===== config.mk =====
export PLATFORM = sky130hd
export DESIGN_NAME = image_sobel_edge
export DESIGN_NICKNAME = d
export VERILOG_FILES = /design/src/rtl/image_pkg.sv /design/src/rtl/image_pixel_counter.sv /design/src/rtl/image_sobel_edge.sv
export SDC_FILE = /design/constraint.sdc
export NUM_CORES = 1
export LEC_CHECK = 0
export CORE_ASPECT_RATIO = 1.75
export CORE_MARGIN = 4
export CORE_UTILIZATION = 64
export CTS_BUF_LIST = sky130_fd_sc_hd__clkbuf_4 sky130_fd_sc_hd__clkbuf_8
export DETAILED_ROUTE_END_ITERATION = 10
export GPL_TIMING_DRIVEN = 1
export PLACE_DENSITY = 0.95
export SYNTH_ARGS = -nofsm -noshare
export SYNTH_HDL_FRONTEND = slang
export SYNTH_SLANG_ARGS = --single-unit
export TNS_END_PERCENT = 1

===== constraint.sdc =====
create_clock -name clk -period 5.2 [get_ports clk]
set_clock_uncertainty 0.1 [all_clocks]
set_input_delay 0.78 -clock clk [delete_from_list [all_inputs] [get_ports clk]]
set_output_delay 0.78 -clock clk [all_outputs]
set_load 0.005 [all_outputs]

===== src/rtl/image_pkg.sv =====
// Shared constants and types for the pixel-stream image blocks
// (matrix generator, line buffer, Sobel, morphology).
package image_pkg;

    localparam int PIX_W  = 8;
    localparam int GRAD_W = 11;
    localparam int SUM_W  = 10;

    localparam logic [9:0] IMG_HDISP      = 10'd640;
    localparam logic [9:0] IMG_VDISP      = 10'd480;
    localparam logic [7:0] THRESH_DEFAULT = 8'd64;

    typedef logic [PIX_W-1:0]  pix_t;
    typedef logic [SUM_W-1:0]  sum_t;
    typedef logic [GRAD_W-1:0] grad_t;

    function automatic sum_t abs_diff(input sum_t a, input sum_t b);
        return (a >= b) ? (a - b) : (b - a);
    endfunction

endpackage


===== src/rtl/image_pixel_counter.sv =====
// Frame-synchronous column/row counter giving the centre coordinate of the
// window being accepted, plus a combinational border flag for that window.
module image_pixel_counter #(
    parameter logic [9:0] H_DISP = image_pkg::IMG_HDISP,
    parameter logic [9:0] V_DISP = image_pkg::IMG_VDISP
) (
    input  logic       clk,
    input  logic       rst_n,
    input  logic       vsync,
    input  logic       clken,
    output logic [9:0] col,
    output logic [9:0] row,
    output logic       border
);

    logic [9:0] col_reg;
    logic [9:0] row_reg;

    always_ff @(posedge clk or negedge rst_n) begin
        if (!rst_n) begin
            col_reg <= '0;
            row_reg <= '0;
        end else if (vsync) begin
            // a pixel arriving with vsync is tagged (0,0), so the next one is col 1
            col_reg <= clken ? 10'd1 : 10'd0;
            row_reg <= '0;
        end else if (clken) begin
            if (col_reg == H_DISP - 10'd1) begin
                col_reg <= '0;
                row_reg <= (row_reg == V_DISP - 10'd1) ? 10'd0 : row_reg + 10'd1;
            end else begin
                col_reg <= col_reg + 10'd1;
            end
        end
    end

    assign col    = col_reg;
    assign row    = row_reg;
    assign border = vsync
                  | (row_reg == 10'd0) | (row_reg == V_DISP - 10'd1)
                  | (col_reg == 10'd0) | (col_reg == H_DISP - 10'd1);

endmodule


===== src/rtl/image_sobel_edge.sv =====
// Sobel |Gx|+|Gy| edge detector on a 3x3 window stream: three-stage pipeline,
// saturated 8-bit gradient, frame-latched threshold, zeroed frame border.
module image_sobel_edge #(
    parameter logic [9:0] IMG_HDISP      = image_pkg::IMG_HDISP,
    parameter logic [9:0] IMG_VDISP      = image_pkg::IMG_VDISP,
    parameter logic [7:0] THRESH_DEFAULT = image_pkg::THRESH_DEFAULT
) (
    input  logic       clk,
    input  logic       rst_n,
    input  logic       per_frame_vsync,
    input  logic       matrix_image_clken,
    input  logic [7:0] matrix_p11,
    input  logic [7:0] matrix_p12,
    input  logic [7:0] matrix_p13,
    input  logic [7:0] matrix_p21,
    input  logic [7:0] matrix_p22,
    input  logic [7:0] matrix_p23,
    input  logic [7:0] matrix_p31,
    input  logic [7:0] matrix_p32,
    input  logic [7:0] matrix_p33,
    input  logic [7:0] sobel_threshold,
    output logic       post_image_clken,
    output logic [7:0] post_image_Grad,
    output logic       post_image_Bit
);

    import image_pkg::*;

    logic [9:0] col;
    logic [9:0] row;
    logic       border;

    image_pixel_counter #(
        .H_DISP (IMG_HDISP),
        .V_DISP (IMG_VDISP)
    ) u_counter (
        .clk    (clk),
        .rst_n  (rst_n),
        .vsync  (per_frame_vsync),
        .clken  (matrix_image_clken),
        .col    (col),
        .row    (row),
        .border (border)
    );

    logic [2:0] valid_reg;
    pix_t       thresh_reg;
    sum_t       gx_p_reg, gx_n_reg, gy_p_reg, gy_n_reg;
    logic       border1_reg;
    sum_t       gx_abs_reg, gy_abs_reg;
    logic       border2_reg;
    grad_t      sum_next;
    pix_t       grad_reg;
    logic       bit_reg;

    // the p22 centre tap does not enter the Sobel kernels
    logic unused_p22;
    assign unused_p22 = ^matrix_p22;

    always_ff @(posedge clk or negedge rst_n) begin
        if (!rst_n) begin
            valid_reg  <= '0;
            thresh_reg <= THRESH_DEFAULT;
        end else begin
            valid_reg <= {valid_reg[1:0], matrix_image_clken};
            if (per_frame_vsync)
                thresh_reg <= sobel_threshold;
        end
    end

    always_ff @(posedge clk or negedge rst_n) begin
        if (!rst_n) begin
            gx_p_reg    <= '0;
            gx_n_reg    <= '0;
            gy_p_reg    <= '0;
            gy_n_reg    <= '0;
            border1_reg <= 1'b0;
        end else if (matrix_image_clken) begin
            gx_p_reg    <= {2'b0, matrix_p13} + {1'b0, matrix_p23, 1'b0} + {2'b0, matrix_p33};
            gx_n_reg    <= {2'b0, matrix_p11} + {1'b0, matrix_p21, 1'b0} + {2'b0, matrix_p31};
            gy_p_reg    <= {2'b0, matrix_p31} + {1'b0, matrix_p32, 1'b0} + {2'b0, matrix_p33};
            gy_n_reg    <= {2'b0, matrix_p11} + {1'b0, matrix_p12, 1'b0} + {2'b0, matrix_p13};
            border1_reg <= border;
        end
    end

    always_ff @(posedge clk or negedge rst_n) begin
        if (!rst_n) begin
            gx_abs_reg  <= '0;
            gy_abs_reg  <= '0;
            border2_reg <= 1'b0;
        end else if (valid_reg[0]) begin
            gx_abs_reg  <= abs_diff(gx_p_reg, gx_n_reg);
            gy_abs_reg  <= abs_diff(gy_p_reg, gy_n_reg);
            border2_reg <= border1_reg;
        end
    end

    assign sum_next = {1'b0, gx_abs_reg} + {1'b0, gy_abs_reg};

    always_ff @(posedge clk or negedge rst_n) begin
        if (!rst_n) begin
            grad_reg <= '0;
            bit_reg  <= 1'b0;
        end else if (valid_reg[1]) begin
            if (border2_reg) begin
                grad_reg <= '0;
                bit_reg  <= 1'b0;
            end else begin
                grad_reg <= (sum_next > 11'd255) ? 8'd255 : sum_next[7:0];
                bit_reg  <= (sum_next > {3'b0, thresh_reg});
            end
        end
    end

    assign post_image_clken = valid_reg[2];
    assign post_image_Grad  = grad_reg;
    assign post_image_Bit   = bit_reg;

endmodule


==> summary.txt <==
Outcome
  • Run status: completed

STA
  • Worst-Margin Slew: around 870 ps
  • Final WS setup: between 1500 and 2000 ps
  • Final period util: approximately two thirds
  • Setup Total Neg Slack: 0 ps
  • Final hold vios: 0
  • Finish-stage setup viols: 0
  • Pins over their slew limit: 0
  • F_max: 0.2852 GHz
  • Worst rel slew slack: between 40 and 50%
  • RSZ-0062 raised after global routing: no
  • Crit path time final: 3506 ps

Synthesis
  • Sequential-to-total area share from yosys stat: a little under a third
  • Mapped Area: a little over 0.008 mm^2
  • Post-Syn Instances: slightly below 900
  • YS warnings: 0
  • Yosys top cell by area: dfrtp_1
  • Syn nets: 1,098
  • EDFF count, synth: 0
  • Area contributors post-synth: dfrtp_1 (31%), ha_1 (15%), fa_1 (9.0%), o21ai_0 (4.9%), inv_1 (4.0%)
  • Most used DFF post-synth: dfrtp_1
  • Commonest cells in the synthesized netlist: dfrtp_1 (101), ha_1 (96), inv_1 (88)
  • Top-count cell post-synth: dfrtp_1
  • Synth Register Bits: between 100 and 150
  • Yosys cell types: 71
  • Ys async rst share: 100.0%
  • Post-synth top area share: 30.74%
  • Syn Area/Cell: a little over 9 um^2

Power and ir drop
  • Worst VDD drop: roughly 210 uV
  • Leakage power: between 4 and 5 nW
  • Final Power: approximately 4.4 mW
  • Pwr Density: approximately 470 mW/mm^2

Clock network
  • Num CTS Buffers: 9
  • Worst-Skew Late Latency: about 390 ps
  • Post-CTS Setup Bufs: 0
  • Clock sinks: between 100 and 150
  • Hold buffers post-CTS: 0
  • Root Buffer: clkbuf_8
  • CTS H-Tree Depth: 3
  • Clock slew at reported path FFs: 110 ps
  • CTS tree: done
  • Longest Clk Path Bufs: 2
  • Post-CTS Resized: 0

Setup path
  • CP Data Required Time: roughly 5400 ps
  • Startpoint Class: input port
  • R2R Setup Slk: between 2000 and 2500 ps
  • FF-to-FF End: post_image_Bit$_DFFE_PN0P_
  • Reg-to-reg startpoint: gx_abs_reg[0]$_DFFE_PN0P_
  • Worst EP arrival: around 3700 ps
  • Type of element capturing the critical path: flip-flop
  • Crit Path Class: input port to flip-flop
  • Crit-path max FO: 2
  • Reg2Reg Depth: 12

Floorplan
  • Die area: roughly 0.015 mm^2
  • FP Rows: between 50 and 60
  • Die W: between 90 and 100 um
  • CORE AREA: around 0.012 mm^2
  • Die Height: 157.9 um
  • I/O pin cnt: 94
  • Starting Density: between 60% and 70%

GRT
  • Largest net degree at the start of global routing: 62
  • Number of global-route vias before repair: around 7,300
  • Total congestion overflow: 0
  • Global-route wire length before repair: 32,980 um
  • Initial antenna violation count: 0
  • Gr usage total: 27.96%

Placed design
  • HPWL after detailed placement: 15,770 um
  • PortBufs: between 80 and 90
  • GPL Wtd Cong: 0.9188
  • Pre-CTS setup slack: 1299 ps

Detailed routing
  • Routed WL: ~20,000 um
  • 1st-pass router iterations: 5
  • Initial DRC Count: around 590
  • Routed Antenna Nets: 0
  • Post-DR vias/cell: 6.148
  • WL/cell: approximately 18 um
  • Via count: just under 7,000
  • Drt drc: 0

Cells and area
  • Filler cells: roughly 830
  • Fraction of layout cells with a size suffix above 1: 3.987%
  • Area growth, synth to finish: 13.51%
  • Antenna cells: 0
  • Final nets: ~1,200

Job
  • Max-Cap Viols: 0

Worst hold path
  • Hold Crit Class: input port to asynchronous set/reset pin
-- how the worst max path moves through the flow --
stage                        startpoint                      end  cells after the start
final                     matrix_p13[1]  gx_p_reg[7]$_DFFE_PN0P_                     11
after floorplan           matrix_p13[1]  gx_p_reg[7]$_DFFE_PN0P_                     10
after CTS                 matrix_p13[1]  gx_p_reg[7]$_DFFE_PN0P_                     11
after detailed placement  matrix_p13[1]  gx_p_reg[7]$_DFFE_PN0P_                     11
after global placement    matrix_p13[1]  gx_p_reg[7]$_DFFE_PN0P_                     11
after global routing      matrix_p13[1]  gx_p_reg[7]$_DFFE_PN0P_                     11
-- power by group --
part           internal (mW)  total (mW)  switching (mW)
registers              0.999        1.14           0.140
clock network          0.179       0.478           0.299
logic                   1.21        2.75            1.54
-- layout by cell type, fill, tap and decap left out, types with 24 or more instances in the layout --
cell	count
a21oi_1	40
inv_1	88
o21ai_0	81
ha_1	96
fa_1	37
dfrtp_1	101
nand2_1	72
xnor2_1	24
nor2_1	50
clkdlybuf4s50_1	83
-- critical path, cell delays in order --
cell             delay [ps]
clkdlybuf4s50_1         470
fa_1                    510
ha_1                    230
inv_1                    70
fa_1                    230
nor2b_1                  60
o21ai_0                 340
a21boi_0                200
o21a_1                  220
or3_1                   330
a31o_2                  250
-- metal layers --
layer  track usage [%]  vias up  share of wire [%]
li1                  -     3260                  -
met1             28.04     3294                 36
met2             53.03      262                 55
met3             3.757       76                3.6
met4             17.42        0                5.7
met5                 0        -                  0
-- stage by stage --
step	util, %	cell area [um^2]	cells	hold slack (ps)
final	74.66	9333	1121	305.4
after global routing	74.66	9333	1121	348.7
after CTS	74.66	9333	1121	319.0
after detailed placement	73.23	9154	1105	348.0
after global placement	73.23	9154	1105	346.5
after floorplan	-	8222	881	285.1
-- cells by family after synthesis --
family          Yosys count  synth area share (%)
compound gates          235                 18.98
xor+xnor                 34                 3.622
fa+ha+maj               133                 23.62
buf+inv                 121                 5.859
flops                   102                 31.06
mux                      23                 2.876
simple gates            233                 13.99
-- final cells by class --
| type | count | area [um^2] | area share (%) |
|---|---|---|---|
| repair buffers | 89 | 873.3 | 9.358 |
| well taps | 168 | 210.2 | 2.252 |
| multi-input cells | 658 | 5186 | 55.57 |
| clock inverters | 7 | 55.05 | 0.5899 |
| clock buffers | 9 | 123.9 | 1.327 |
| flip-flops and latches | 102 | 2554 | 27.36 |
| inverters | 88 | 330.3 | 3.539 |
No activity file was read; power rests on OpenSTA's default activity.
